==> src/rtl/multicycle_ctrl_if.sv <==
// Control bundle between the multi-cycle controller and the shared RV32I datapath.
// master = controller (drives selects/enables), slave = datapath side.
interface multicycle_ctrl_if #(
    parameter int CNT_W = 32
);
    logic [6:0]       opcode;
    logic             bcond;
    logic             mem_ready;
    logic [31:0]      ecall_arg;
    logic             pc_write;
    logic             pc_write_cond;
    logic             pc_source;
    logic             i_or_d;
    logic             mem_read;
    logic             mem_write;
    logic             ir_write;
    logic [1:0]       wb_sel;
    logic             reg_write;
    logic [1:0]       alu_src_a;
    logic [1:0]       alu_src_b;
    logic [1:0]       alu_op;
    logic             is_halted;
    logic             retire;
    logic [CNT_W-1:0] retired_cnt;

    modport master (
        input  opcode, bcond, mem_ready, ecall_arg,
        output pc_write, pc_write_cond, pc_source, i_or_d, mem_read, mem_write,
               ir_write, wb_sel, reg_write, alu_src_a, alu_src_b, alu_op,
               is_halted, retire, retired_cnt
    );

    modport slave (
        output opcode, bcond, mem_ready, ecall_arg,
        input  pc_write, pc_write_cond, pc_source, i_or_d, mem_read, mem_write,
               ir_write, wb_sel, reg_write, alu_src_a, alu_src_b, alu_op,
               is_halted, retire, retired_cnt
    );
endinterface

==> src/rtl/multicycle_ctrl.sv <==
// Main IF/ID/EX/MEM/WB control FSM for the multi-cycle RV32I core, with halting ECALL and retire counter.
// Latency: Moore outputs same cycle as state; retire/retired_cnt update one cycle after the retiring state.
// Backpressure: IF and MEM hold (request stable) until mem_ready; no other stalls.
module multicycle_ctrl #(
    parameter int HALT_CODE = 10,
    parameter int CNT_W     = 32
) (
    input  logic              clk,
    input  logic              reset_n,
    multicycle_ctrl_if.master bus
);
    localparam logic [6:0] OP_ARITH     = 7'b0110011;
    localparam logic [6:0] OP_ARITH_IMM = 7'b0010011;
    localparam logic [6:0] OP_LOAD      = 7'b0000011;
    localparam logic [6:0] OP_STORE     = 7'b0100011;
    localparam logic [6:0] OP_BRANCH    = 7'b1100011;
    localparam logic [6:0] OP_JAL       = 7'b1101111;
    localparam logic [6:0] OP_JALR      = 7'b1100111;
    localparam logic [6:0] OP_ECALL     = 7'b1110011;

    localparam logic [1:0] ALU_ADD    = 2'd0;
    localparam logic [1:0] ALU_BRANCH = 2'd1;
    localparam logic [1:0] ALU_FUNCT  = 2'd2;

    typedef enum logic [2:0] {S_IF, S_ID, S_EX, S_MEM, S_WB, S_HALT} state_t;

    state_t           state_q, state_d;
    logic             retire_now;
    logic             retire_q;
    logic [CNT_W-1:0] cnt_q;

    logic       pc_write_c, pc_write_cond_c, ir_write_c, reg_write_c;
    logic       mem_read_c, mem_write_c, pc_source_c, i_or_d_c;
    logic [1:0] wb_sel_c, alu_src_a_c, alu_src_b_c, alu_op_c;

    always_ff @(posedge clk or negedge reset_n) begin
        if (!reset_n) begin
            state_q  <= S_IF;
            retire_q <= 1'b0;
            cnt_q    <= '0;
        end else begin
            state_q  <= state_d;
            retire_q <= retire_now;
            if (retire_now)
                cnt_q <= cnt_q + {{(CNT_W-1){1'b0}}, 1'b1};
        end
    end

    always_comb begin
        state_d         = state_q;
        retire_now      = 1'b0;
        pc_write_c      = 1'b0;
        pc_write_cond_c = 1'b0;
        ir_write_c      = 1'b0;
        reg_write_c     = 1'b0;
        mem_read_c      = 1'b0;
        mem_write_c     = 1'b0;
        pc_source_c     = 1'b0;
        i_or_d_c        = 1'b0;
        wb_sel_c        = 2'd0;
        alu_src_a_c     = 2'd0;
        alu_src_b_c     = 2'd0;
        alu_op_c        = ALU_ADD;

        case (state_q)
            S_IF: begin
                // PC+4 is written back together with the IR latch once the fetch lands
                mem_read_c  = 1'b1;
                alu_src_b_c = 2'd1;
                ir_write_c  = bus.mem_ready;
                pc_write_c  = bus.mem_ready;
                if (bus.mem_ready)
                    state_d = S_ID;
            end
            S_ID: begin
                alu_src_a_c = 2'd2;
                alu_src_b_c = 2'd2;
                case (bus.opcode)
                    OP_ECALL: begin
                        if (bus.ecall_arg == 32'(HALT_CODE)) begin
                            state_d = S_HALT;
                        end else begin
                            state_d    = S_IF;
                            retire_now = 1'b1;
                        end
                    end
                    OP_JAL: state_d = S_WB;
                    OP_ARITH, OP_ARITH_IMM, OP_LOAD, OP_STORE, OP_BRANCH, OP_JALR:
                        state_d = S_EX;
                    default: begin
                        state_d    = S_IF;
                        retire_now = 1'b1;
                    end
                endcase
            end
            S_EX: begin
                alu_src_a_c = 2'd1;
                case (bus.opcode)
                    OP_ARITH: begin
                        alu_op_c = ALU_FUNCT;
                        state_d  = S_WB;
                    end
                    OP_ARITH_IMM: begin
                        alu_src_b_c = 2'd2;
                        alu_op_c    = ALU_FUNCT;
                        state_d     = S_WB;
                    end
                    OP_LOAD, OP_STORE: begin
                        alu_src_b_c = 2'd2;
                        state_d     = S_MEM;
                    end
                    OP_JALR: begin
                        alu_src_b_c = 2'd2;
                        state_d     = S_WB;
                    end
                    OP_BRANCH: begin
                        alu_op_c        = ALU_BRANCH;
                        pc_write_cond_c = 1'b1;
                        pc_source_c     = 1'b1;
                        state_d         = S_IF;
                        retire_now      = 1'b1;
                    end
                    default: state_d = S_IF;
                endcase
            end
            S_MEM: begin
                i_or_d_c    = 1'b1;
                mem_write_c = (bus.opcode == OP_STORE);
                mem_read_c  = (bus.opcode != OP_STORE);
                if (bus.mem_ready) begin
                    if (bus.opcode == OP_STORE) begin
                        state_d    = S_IF;
                        retire_now = 1'b1;
                    end else begin
                        state_d = S_WB;
                    end
                end
            end
            S_WB: begin
                reg_write_c = 1'b1;
                state_d     = S_IF;
                retire_now  = 1'b1;
                if (bus.opcode == OP_LOAD) begin
                    wb_sel_c = 2'd1;
                end else if (bus.opcode == OP_JAL || bus.opcode == OP_JALR) begin
                    // link value comes from PC, which already advanced to oldPC+4 in IF
                    wb_sel_c    = 2'd2;
                    pc_write_c  = 1'b1;
                    pc_source_c = 1'b1;
                end
            end
            S_HALT: state_d = S_HALT;
            default: state_d = S_IF;
        endcase
    end

    // Enables are masked by reset_n so an in-flight access dies with the reset edge
    assign bus.pc_write      = pc_write_c      & reset_n;
    assign bus.pc_write_cond = pc_write_cond_c & reset_n;
    assign bus.ir_write      = ir_write_c      & reset_n;
    assign bus.reg_write     = reg_write_c     & reset_n;
    assign bus.mem_read      = mem_read_c      & reset_n;
    assign bus.mem_write     = mem_write_c     & reset_n;
    assign bus.pc_source     = pc_source_c;
    assign bus.i_or_d        = i_or_d_c;
    assign bus.wb_sel        = wb_sel_c;
    assign bus.alu_src_a     = alu_src_a_c;
    assign bus.alu_src_b     = alu_src_b_c;
    assign bus.alu_op        = alu_op_c;
    assign bus.is_halted     = (state_q == S_HALT);
    assign bus.retire        = retire_q;
    assign bus.retired_cnt   = cnt_q;
endmodule

==> src/flat_wrapper.sv <==
// flat-port wrapper written by rule: the top's interface ports become plain ports
module multicycle_ctrl_flat 
#(
    parameter int HALT_CODE = 10,
    parameter int CNT_W     = 32
)
  (clk, reset_n, bus_opcode, bus_bcond, bus_mem_ready, bus_ecall_arg, bus_pc_write, bus_pc_write_cond, bus_pc_source, bus_i_or_d, bus_mem_read, bus_mem_write, bus_ir_write, bus_wb_sel, bus_reg_write, bus_alu_src_a, bus_alu_src_b, bus_alu_op, bus_is_halted, bus_retire, bus_retired_cnt);
  multicycle_ctrl_if #(.CNT_W(CNT_W)) bus_i ();
  input  logic clk;
  input  logic reset_n;
  input wire logic [$bits(bus_i.opcode)-1:0] bus_opcode;
  input wire logic [$bits(bus_i.bcond)-1:0] bus_bcond;
  input wire logic [$bits(bus_i.mem_ready)-1:0] bus_mem_ready;
  input wire logic [$bits(bus_i.ecall_arg)-1:0] bus_ecall_arg;
  output wire logic [$bits(bus_i.pc_write)-1:0] bus_pc_write;
  output wire logic [$bits(bus_i.pc_write_cond)-1:0] bus_pc_write_cond;
  output wire logic [$bits(bus_i.pc_source)-1:0] bus_pc_source;
  output wire logic [$bits(bus_i.i_or_d)-1:0] bus_i_or_d;
  output wire logic [$bits(bus_i.mem_read)-1:0] bus_mem_read;
  output wire logic [$bits(bus_i.mem_write)-1:0] bus_mem_write;
  output wire logic [$bits(bus_i.ir_write)-1:0] bus_ir_write;
  output wire logic [$bits(bus_i.wb_sel)-1:0] bus_wb_sel;
  output wire logic [$bits(bus_i.reg_write)-1:0] bus_reg_write;
  output wire logic [$bits(bus_i.alu_src_a)-1:0] bus_alu_src_a;
  output wire logic [$bits(bus_i.alu_src_b)-1:0] bus_alu_src_b;
  output wire logic [$bits(bus_i.alu_op)-1:0] bus_alu_op;
  output wire logic [$bits(bus_i.is_halted)-1:0] bus_is_halted;
  output wire logic [$bits(bus_i.retire)-1:0] bus_retire;
  output wire logic [$bits(bus_i.retired_cnt)-1:0] bus_retired_cnt;
  assign bus_i.opcode = bus_opcode;
  assign bus_i.bcond = bus_bcond;
  assign bus_i.mem_ready = bus_mem_ready;
  assign bus_i.ecall_arg = bus_ecall_arg;
  assign bus_pc_write = bus_i.pc_write;
  assign bus_pc_write_cond = bus_i.pc_write_cond;
  assign bus_pc_source = bus_i.pc_source;
  assign bus_i_or_d = bus_i.i_or_d;
  assign bus_mem_read = bus_i.mem_read;
  assign bus_mem_write = bus_i.mem_write;
  assign bus_ir_write = bus_i.ir_write;
  assign bus_wb_sel = bus_i.wb_sel;
  assign bus_reg_write = bus_i.reg_write;
  assign bus_alu_src_a = bus_i.alu_src_a;
  assign bus_alu_src_b = bus_i.alu_src_b;
  assign bus_alu_op = bus_i.alu_op;
  assign bus_is_halted = bus_i.is_halted;
  assign bus_retire = bus_i.retire;
  assign bus_retired_cnt = bus_i.retired_cnt;
  multicycle_ctrl #(.HALT_CODE(HALT_CODE), .CNT_W(CNT_W)) u_core (.clk(clk), .reset_n(reset_n), .bus(bus_i));
endmodule
==> config.mk <==
export PLATFORM = sky130hd
export DESIGN_NAME = multicycle_ctrl_flat
export DESIGN_NICKNAME = d
export VERILOG_FILES = /design/src/rtl/multicycle_ctrl_if.sv /design/src/rtl/multicycle_ctrl.sv /design/src/flat_wrapper.sv
export SDC_FILE = /design/constraint.sdc
export NUM_CORES = 1
export LEC_CHECK = 0
export BUFFER_PORTS_ARGS = -buffer_cell sky130_fd_sc_hd__buf_4
export CAP_MARGIN = 10
export CORE_UTILIZATION = 51
export DETAILED_ROUTE_END_ITERATION = 12
export GPL_TIMING_DRIVEN = 1
export PLACE_DENSITY = 0.92
export SYNTH_ARGS = -nofsm -noshare
export SYNTH_HDL_FRONTEND = slang
export SYNTH_SLANG_ARGS = --single-unit
==> constraint.sdc <==
create_clock -name clk -period 3.2 [get_ports clk]
set_clock_uncertainty 0.1 [all_clocks]
set_input_delay 0.8 -clock clk [delete_from_list [all_inputs] [get_ports clk]]
set_output_delay 0.8 -clock clk [all_outputs]
set_load 0.01 [all_outputs]
==> reports/metrics.yaml, run 1 <==
status: "finished clean"
cp_cell_sequence: "buf_4, nand4bb_1, nor3_1, nor2b_1, o21a_1, buf_4"
p_clk_share_pct: 20.4
end_kind: "primary output"
synth_edf_count: 0
ys_seq_area_share_pct: 43.6
avgSynthCellArea_um2: 9.58
wire_per_inst_um: 15.0
ys_seq_elements: 36
crit_top_cell: "buf_4"
h-tree-depth: 2
dp_cells: 354
num_vias: 2055
ant_nets: 0
vias_per_cell: 5.69
crit_path_top_delay_cell: "nor3_1"
power.leakage_nw: 1.35
grt_pass1_wl_um: 9060
grt_overflow: 0
p_int_mw: 0.942
critPathRequiredTime_ns: 2.30
comb_power_share_pct: 37.3
die_x_um: 65.7
ir_worst_vdd_uv: 422
holdPathStages: 1
cp_max_fo: 5
grt_pass1_vias: 1951
clk_pin_slew_ns: 0.06
yosysWarnings: 0
fin_crit_ns: 2.93
clock-sinks: 36
drt-initial-drc-count: 203
hold_start: "u_core.bus.retired_cnt[31]$_DFFE_PN0P_"
fmax_ghz: 0.342
final.period_utilization_pct: 91.4
seqPwrFrac_pct: 42.2
final_common_cell: "buf_4"
grtUsageTotal_pct: 27.8
port_buffers: 91
core_um2: 3770
regToRegStartpoint: "u_core.state_q[1]$_DFFE_PN0P_"
stdcell_count: 361
finalHoldViolations: 0
post-cts-setup-buffer-count: 0
worst_slack_ns: 0.274
crit_arrival_ns: 2.03
cts_tree: "done"
r2r_cells: 7
post-route-util_pct: 77.2
nNetsFinal: 357
p_sw_mw: 0.525
root_buffer: "clkbuf_8"
synthCells: 216
critPathLaunchType: "primary input"
num_rows: 22
cts.repair.resized: 0
place.gp.congestion: 0.914
insertion_delay_ns: 0.29
r2r_end: "u_core.bus.retired_cnt[15]$_DFFE_PN0P_"
syn_to_final_growth_pct: 40.8
pre_cts_ws_ns: 0.293
swShare_pct: 35.8
grt_max_degree: 37
drtPass1Iterations: 4
p_per_area_nw_per_um2: 504
finalMaxSlewViolations: 0
ys.flop_type: "dfrtp_1"
final_area_um2: 2910
clock_path_buffers: 2
drc: 0
io_pins: 93
crit_type: "primary input to primary output"
tns_ns: 0
reg2reg_slack_ns: 0.68
rsz0062_at_grt: "false"
min_to: "u_core.bus.retired_cnt[31]$_DFFE_PN0P_"
worstHoldPathType: "flip-flop to flip-flop"
hpwl_um: 4200
start_util_pct: 54.8
synth_cell_types: 47
wirelength_um: 5420
cts-buffers-inserted: 5
n_antenna_cell: 0
drive_gt1_share_pct: 34.5
cp_slowest_stage_delay_ns: 0.41
setup_viol: 0
die_h_um: 65.7
synth_nets: 260
die-area_um2: 4310
holdBufCountCts: 0
final_cell_mix: "95 x buf_4, 36 x dfrtp_1, 23 x nand2_1"
grt_antenna_before_repair: 0
tightest_slew_ns: 0.465
dpl_cell_area_um2: 2830
maxSlewHeadroom_pct: 68.2
syn_area_um2: 2070
maxCapViolations: 0
async_flop_share_pct: 100
layer usage:
metal  GRT usage (%)  vias up  routed length, µm  part of all wire [%]
met2            47.1       77               2760                    51
met5               0        -                  0                     0
met4            8.97        0                 51                  0.94
li1                -      981                  -                     -
met3            6.60        7                326                   6.0
met1            34.7      990               2280                    42
power by group through the flow:
| stage | Combinational (mW) | Sequential, mW | Clock [mW] |
|---|---|---|---|
| after floorplan | 0.309 | 0.597 | 0 |
| final | 0.548 | 0.619 | 0.300 |
| after global placement | 0.534 | 0.618 | 0 |
| after detailed placement | 0.548 | 0.622 | 0 |
| after CTS | 0.549 | 0.616 | 0.309 |
| after global routing | 0.597 | 0.631 | 0.322 |
registers in the layout (all words and copies together), names as in the netlist:
register / count
u_core.bus.retired_cnt: 32
u_core.state_q: 3
u_core.bus.retire: 1
worst max-delay path by stage:
stage	from	endpoint	cells past startpoint	slack [ns]
after floorplan	bus_opcode[6]	bus_pc_write	5	0.39
after global placement	bus_opcode[2]	bus_mem_read	6	0.30
after detailed placement	bus_opcode[2]	bus_mem_read	6	0.29
after CTS	bus_opcode[2]	bus_mem_read	6	0.29
after global routing	bus_opcode[3]	bus_mem_read	6	0.17
final	bus_opcode[2]	bus_mem_read	6	0.27
stage by stage:
| stage | total power [mW] | hold WS [ns] |
|---|---|---|
| 4_1_cts | 1.47 | 0.385 |
| 6_report | 1.47 | 0.381 |
| 3_5_place_dp | 1.17 | 0.371 |
| 3_3_place_gp | 1.15 | 0.360 |
| 2_1_floorplan | 0.906 | 0.404 |
| 5_1_grt | 1.55 | 0.392 |
cell families after synthesis:
group | synth area share (%)
simple gates | 32.8
flops | 43.6
compound gates | 7.68
fa+ha+maj | 0.605
buf+inv | 2.24
xor+xnor | 13.1
synth_stat cells, types with 2 or more instances:
| library cell | count | share of area, % |
|---|---|---|
| nor4b_1 | 4 | 1.7 |
| nor3_1 | 12 | 2.9 |
| a21oi_1 | 2 | 0.48 |
| a2111oi_0 | 2 | 0.85 |
| clkbuf_1 | 3 | 0.54 |
| and3b_1 | 4 | 1.7 |
| nand2b_1 | 4 | 1.2 |
| a31oi_1 | 2 | 0.60 |
| nor4_1 | 13 | 3.9 |
| xnor2_1 | 12 | 5.1 |
| dfrtp_1 | 36 | 44 |
| nand2_1 | 23 | 4.2 |
| o21ai_0 | 3 | 0.73 |
| nand3_1 | 13 | 3.1 |
| and4_1 | 2 | 0.85 |
| and2_1 | 5 | 1.5 |
| nor2_1 | 10 | 1.8 |
| xor2_1 | 19 | 8.0 |
| nor3b_1 | 4 | 1.5 |
| nor2b_1 | 2 | 0.60 |
| and3_1 | 5 | 1.5 |
| inv_1 | 5 | 0.91 |
| nand4_1 | 7 | 2.1 |
area by class of cell:
| class | count | area, µm² |
|---|---|---|
| Inverter | 5 | 18.8 |
| Multi-Input combinational cell | 169 | 1120 |
| Tap cell | 48 | 60.1 |
| Clock buffer | 6 | 72.6 |
| Sequential cell | 36 | 901 |
| Timing Repair Buffer | 96 | 733 |
| Fill cell | 284 | 860 |
| Clock inverter | 1 | 5.00 |
worst max-delay path: cells and delay by family:
family / cells / cell delay, ns
compound gates: 1 / 0.18
buf+inv: 2 / 0.25
simple gates: 3 / 0.79
Note: power is estimated with default switching activity, not from simulation.
==> run 2: changes to the inputs <==
--- a/config.mk
+++ b/config.mk
@@ -5,9 +5,10 @@
 export SDC_FILE = /design/constraint.sdc
 export NUM_CORES = 1
 export LEC_CHECK = 0
+export ABC_AREA = 1
 export BUFFER_PORTS_ARGS = -buffer_cell sky130_fd_sc_hd__buf_4
 export CAP_MARGIN = 10
-export CORE_UTILIZATION = 51
+export CORE_UTILIZATION = 55
 export DETAILED_ROUTE_END_ITERATION = 12
 export GPL_TIMING_DRIVEN = 1
 export PLACE_DENSITY = 0.92
==> run 2 against run 1 <==
Effect of this change:
- worst hold slack improved by 0.095 ns
- first-iteration DRC count up 19%
- utilization is 1.8 points lower
- highest routed layer unchanged
- routed wire length is 46% higher
- final area rose by 23%
- total power grew 4.8%
- non-clock buffer count is 3 lower
- sequential cell count unchanged
- synthesized cell count grew 98%
- cell count up 62%
- die area is 23% higher
- via count increased by 54%
==> reports/metrics.yaml, run 2 <==
stdcell_count: 586  # +62%
tightest_slew_ns: 0.917  # +0.452 ns
ir_worst_vdd_uv: 400  # -5.1%
synth.most_common_cell: "nand2_1"
seqPwrFrac_pct: 36.3  # -5.9 points
drc: 0  # unchanged
die_h_um: 72.7  # +11%
clock_path_buffers: 2  # unchanged
drive_gt1_share_pct: 22.4  # -12 points
finalHoldViolations: 0  # unchanged
grt_pass1_vias: 2995  # +54%
cts-buffers-inserted: 5  # unchanged
critPathRequiredTime_ns: 2.30  # about the same
dp_cells: 578  # +63%
root_buffer: "clkbuf_8"
synth_nets: 471  # +81%
final_common_cell: "nand2_1"
critPathLaunchType: "primary input"
holdBufCountCts: 0  # unchanged
io_pins: 93  # unchanged
pre_cts_ws_ns: 0.197  # -0.0954 ns
ys.flop_type: "dfrtp_1"
synthTopCellsByArea: "dfrtp_1 33%, nand2_1 20%, nand3_1 8.7%, nor2_1 8.7%, inv_1 5.2%"
synth.largest_area_cell: "dfrtp_1"
h-tree-depth: 2  # unchanged
status: "finished clean"
start_util_pct: 57.9  # +3.0 points
swShare_pct: 36.4  # +0.62 points
crit_type: "primary input to primary output"
p_per_area_nw_per_um2: 429  # -15%
die_x_um: 72.7  # +11%
setup_viol: 0  # unchanged
insertion_delay_ns: 0.29  # about the same
p_int_mw: 0.978  # +3.8%
grtUsageTotal_pct: 32.1  # +4.3 points
final_cell_mix: "149 x nand2_1, 93 x buf_4, 64 x nor2_1"
drtPass1Iterations: 6  # +2
yosys-top-cells-count: "149 x nand2_1, 64 x nor2_1, 48 x nand3_1"
wirelength_um: 7910  # +46%
power.leakage_nw: 1.92  # +42%
clock-sinks: 36  # unchanged
grt_max_degree: 37  # unchanged
fin_crit_ns: 2.81  # -0.117 ns
ys_seq_area_share_pct: 32.7  # -11 points
nFillCells: 389  # +37%
crit_arrival_ns: 1.91  # -0.12 ns
comb_power_share_pct: 35.3  # -2.0 points
num_rows: 25  # +14%
syn_area_um2: 2750  # +33%
rsz0062_at_grt: "false"
p_clk_share_pct: 28.5  # +8.1 points
clk_pin_slew_ns: 0.07  # about the same
core_um2: 4750  # +26%
worstHoldPathType: "primary input to async pin"
synth_cell_types: 30  # -36%
largest_reg_flops: 32  # unchanged
grt_overflow: 0  # unchanged
worst_slack_ns: 0.391  # +0.117 ns
maxSlewHeadroom_pct: 38.8  # -29 points
syn_to_final_growth_pct: 30.2
cts_tree: "done"
crit_start: "bus_opcode[6]"
cp_max_fo: 5  # unchanged
drt-initial-drc-count: 241  # +19%
port_buffers: 91  # unchanged
wire_per_inst_um: 13.5  # -10%
crit_family: "simple AND/OR/NAND/NOR gates"
ys_seq_elements: 36  # unchanged
finalMaxSlewViolations: 0  # unchanged
final.period_utilization_pct: 87.8  # -3.7 points
cts.repair.resized: 0  # unchanged
cp_slowest_stage_delay_ns: 0.22  # -0.19 ns
crit_path_top_delay_cell: "nor2_2"
cp_cell_sequence: "buf_4, nand2_1, nor2_2, o21ai_0, nor2_1, inv_1, a21oi_1, buf_4"
vias_per_cell: 5.40  # -5.1%
async_flop_share_pct: 100  # unchanged
place.gp.congestion: 1.04  # +14%
synthCells: 427  # +98%
synth_top_area_share_pct: 32.7  # -11 points
regToRegStartpoint: "u_core.state_q[2]$_DFFE_PN0P_"
avgSynthCellArea_um2: 6.44  # -33%
final_area_um2: 3580  # +23%
nNetsFinal: 562  # +57%
synth_edf_count: 0  # unchanged
ant_nets: 0  # unchanged
die-area_um2: 5290  # +23%
dpl_cell_area_um2: 3460  # +22%
maxCapViolations: 0  # unchanged
num_vias: 3165  # +54%
crit_top_cell: "buf_4"
hpwl_um: 6050  # +44%
post-cts-setup-buffer-count: 0  # unchanged
fmax_ghz: 0.356  # +4.2%
tns_ns: 0  # unchanged
yosysWarnings: 0  # unchanged
grt_pass1_wl_um: 13300  # +47%
cp.buffers_inverters: 3  # +1
p_sw_mw: 0.560  # +6.6%
n_antenna_cell: 0  # unchanged
grt_antenna_before_repair: 0  # unchanged
end_kind: "primary output"
-- run 2: worst paths after layout --
| check | end | slack, ns | cells past startpoint |
|---|---|---|---|
| max | bus_pc_write | 0.39 | 8 |
| min | u_core.bus.retired_cnt[9]$_DFFE_PN0P_ | 0.48 | 2 |
| max reg2reg | u_core.bus.retired_cnt[31]$_DFFE_PN0P_ | 0.72 | 9 |
| min reg2reg | u_core.bus.retired_cnt[30]$_DFFE_PN0P_ | 0.50 | 2 |
| max in group asynchronous | u_core.bus.retired_cnt[2]$_DFFE_PN0P_ | 2.18 | 2 |
| min in group clk | u_core.bus.retired_cnt[30]$_DFFE_PN0P_ | 0.50 | 2 |
-- run 2: power groups by stage --
stage / Clock, mW / Combinational, mW / Sequential (mW)
floorplan: 0 / 0.349 / 0.568
global placement: 0 / 0.513 / 0.562
detailed placement: 0 / 0.537 / 0.563
CTS: 0.439 / 0.537 / 0.555
global route: 0.458 / 0.592 / 0.564
finish: 0.438 / 0.542 / 0.557
-- run 2: kinds of logic after synthesis --
kind of cell             after synthesis  synth area share (%)
AO/OA/AOI/OAI                         14                  3.46
XOR/XNOR                              25                  7.96
adder cells (fa/ha/maj)                1                 0.455
buffers and inverters                 49                  8.23
flip-flops                            36                  32.7
AND/OR/NAND/NOR                      302                  47.2
-- run 2: final cells by class --
| type | count | area, µm² | area share [%] |
|---|---|---|---|
| tap | 67 | 83.8 | 2.34 |
| inverter | 40 | 150 | 4.19 |
| sequential | 36 | 901 | 25.1 |
| multi-input combinational | 342 | 1620 | 45.3 |
| clock inverter | 1 | 30.0 | 0.838 |
| timing repair buffer | 93 | 698 | 19.5 |
| clock buffer | 7 | 96.3 | 2.69 |
-- run 2: per-layer routing --
layer	routed length, µm	part of all wire (%)	GRT usage [%]
met3	508	6.4	6.22
met2	3880	49	56.3
met5	0	0	0
met4	209	2.6	10.2
met1	3310	42	39.8
-- run 2: stage by stage --
stage               power [mW]  hold WS [ns]  util, %
finish                    1.54         0.476     75.4
CTS                       1.53         0.491     75.4
global route              1.61         0.517     75.4
global placement          1.07         0.433     72.7
floorplan                0.917         0.404        -
detailed placement        1.10         0.481     72.7
==> run 3: changes to the inputs <==
--- a/config.mk
+++ b/config.mk
@@ -11,6 +11,7 @@
 export CORE_UTILIZATION = 55
 export DETAILED_ROUTE_END_ITERATION = 12
 export GPL_TIMING_DRIVEN = 1
+export MAX_ROUTING_LAYER = met4
 export PLACE_DENSITY = 0.92
 export SYNTH_ARGS = -nofsm -noshare
 export SYNTH_HDL_FRONTEND = slang
==> run 3 against run 2 <==
Effect of this change:
- global-route usage is 0.13 points higher
- largest power group unchanged
- largest cell class unchanged
- critical path depth unchanged
- worst setup slack improved by 0.0082 ns
- die area unchanged
- cell count is the same
- critical endpoint unchanged
- routed wire length is 1.0% lower
- via count shrank 1.5%
- worst hold slack lost 0.0038 ns
- clock power is 20% lower
- final area fell by 0.91%
==> reports/metrics.yaml, run 3 (synthesis gave the netlist of run 2 again) <==
r2r_end: "u_core.bus.retired_cnt[27]$_DFFE_PN0P_"
final_common_cell: "nand2_1"
cp_slowest_stage_delay_ns: 0.21  # about the same
wirelength_um: 7830  # -1.0%
port_buffers: 91  # unchanged
seqCellArea_um2: 901  # unchanged
multi_input_area_um2: 1620  # unchanged
io_pins: 93  # unchanged
start_util_pct: 57.9  # unchanged
die_x_um: 72.7  # unchanged
post-cts-setup-buffer-count: 0  # unchanged
clock-sinks: 36  # unchanged
grt_overflow: 0  # unchanged
fmax_ghz: 0.357  # +0.29%
reg2reg_slack_ns: 0.79  # +0.07 ns
maxCapViolations: 0  # unchanged
tightest_slew_ns: 0.878  # -0.0390 ns
p_per_area_nw_per_um2: 405  # -5.6%
cp.buffers_inverters: 3  # unchanged
grtUsageTotal_pct: 32.3  # +0.13 points
cp_max_fo: 5  # unchanged
rsz0062_at_grt: "false"
clk_pin_slew_ns: 0.08  # about the same
ir_worst_vdd_uv: 388  # -3.0%
holdBufCountCts: 0  # unchanged
largest_reg_flops: 32  # unchanged
wl_met2_um: 3880  # -0.10%
drive_gt1_share_pct: 22.2  # -0.19 points
cp_cell_sequence: "buf_4, nand2_1, nor2_2, o21ai_0, nor2_1, inv_1, a21oi_1, buf_4"
cts-buffers-inserted: 5  # unchanged
crit_arrival_ns: 1.90  # about the same
status: "finished clean"
crit_type: "primary input to primary output"
critPathLaunchType: "primary input"
nNetsFinal: 562  # unchanged
grt_pass1_vias: 2853  # -4.7%
crit_path_top_delay_cell: "nor2_2"
root_buffer: "clkbuf_8"
drtPass1Iterations: 5  # -1
n_antenna_cell: 0  # unchanged
core_um2: 4750  # unchanged
cts_tree: "done"
cts.repair.resized: 0  # unchanged
grt_pass1_wl_um: 12900  # -2.9%
final.period_utilization_pct: 87.5  # -0.26 points
wire_per_inst_um: 13.4  # -1.0%
regToRegStartpoint: "u_core.state_q[2]$_DFFE_PN0P_"
crit_top_cell: "buf_4"
power.leakage_nw: 1.90  # -1.0%
worstHoldPathType: "primary input to async pin"
crit_family: "simple AND/OR/NAND/NOR gates"
num_rows: 25  # unchanged
finalHoldViolations: 0  # unchanged
r2r_cells: 9  # unchanged
critPathRequiredTime_ns: 2.30  # about the same
drc: 0  # unchanged
fin_hold_ws_ns: 0.472  # -0.00384 ns
finalMaxSlewViolations: 0  # unchanged
worst_slack_ns: 0.399  # +0.00823 ns
hpwl_um: 6110  # +1.0%
maxSlewHeadroom_pct: 41.4  # +2.6 points
setup_viol: 0  # unchanged
dr_wl_met3_um: 424  # -17%
grt_antenna_before_repair: 0  # unchanged
end_kind: "primary output"
final_cell_mix: "149 x nand2_1, 93 x buf_4, 64 x nor2_1"
h-tree-depth: 2  # unchanged
die-area_um2: 5290  # unchanged
num_vias: 3118  # -1.5%
grt_max_degree: 37  # unchanged
routed.top_layer: "met4"
fin_crit_ns: 2.80  # -0.00823 ns
pre_cts_ws_ns: 0.261  # +0.0637 ns
die_h_um: 72.7  # unchanged
insertion_delay_ns: 0.29  # about the same
tns_ns: 0  # unchanged
wl_met1_um: 3380  # +2.1%
nFillCells: 425  # +9.3%
ant_nets: 0  # unchanged
drt-initial-drc-count: 183  # -24%
vias_per_cell: 5.32  # -1.5%
syn_to_final_growth_pct: 29.1
place.gp.congestion: 0.963  # -7.5%
clock_path_buffers: 2  # unchanged
## run 3: cell types whose count changed in the layout (fill, tap and decap cells not counted), sizes merged
cell / previous run / this run
bufinv: 1 / 0
clkinvlp: 0 / 1
## run 3: final cells by class
cell class | count | area share, %
Timing Repair Buffer | 93 | 19.7
Clock inverter | 1 | 0.211
Sequential cell | 36 | 25.4
Multi-Input combinational cell | 342 | 45.7
Tap cell | 67 | 2.36
Clock buffer | 7 | 2.43
Inverter | 40 | 4.23
## run 3: worst max path at each step
stage	end	from	cells past startpoint	slack, ns
after floorplan	bus_pc_write	bus_opcode[1]	6	0.60
after CTS	bus_pc_write	bus_opcode[6]	8	0.42
after detailed placement	u_core.bus.retired_cnt[29]$_DFFE_PN0P_	bus_opcode[1]	9	0.26
after global routing	bus_pc_write	bus_opcode[6]	8	0.34
after global placement	u_core.bus.retired_cnt[23]$_DFFE_PN0P_	bus_opcode[1]	9	0.34
final	bus_pc_write	bus_opcode[6]	8	0.40
## run 3: per-layer routing
| layer | track usage [%] | up-vias |
|---|---|---|
| met4 | 9.15 | 0 |
| met1 | 39.9 | 1466 |
| met5 | - | - |
| met3 | 5.52 | 18 |
| met2 | 54.3 | 108 |
| li1 | - | 1526 |
## run 3: stage by stage
step           std cells  total power, mW  cell area [µm²]  utilization, %
5_1_grt              586             1.52             3550            74.7
6_report             586             1.44             3550            74.7
3_5_place_dp         578             1.09             3460            72.7
4_1_cts              586             1.44             3550            74.7
2_1_floorplan        427            0.917             2750               -
3_3_place_gp         578             1.08             3460            72.7
## run 3: where the power goes
part | total (mW) | internal [mW] | switching, mW
logic | 0.534 | 0.204 | 0.329
registers | 0.556 | 0.498 | 0.0579
clock network | 0.350 | 0.175 | 0.174
total | 1.44 | 0.877 | 0.562
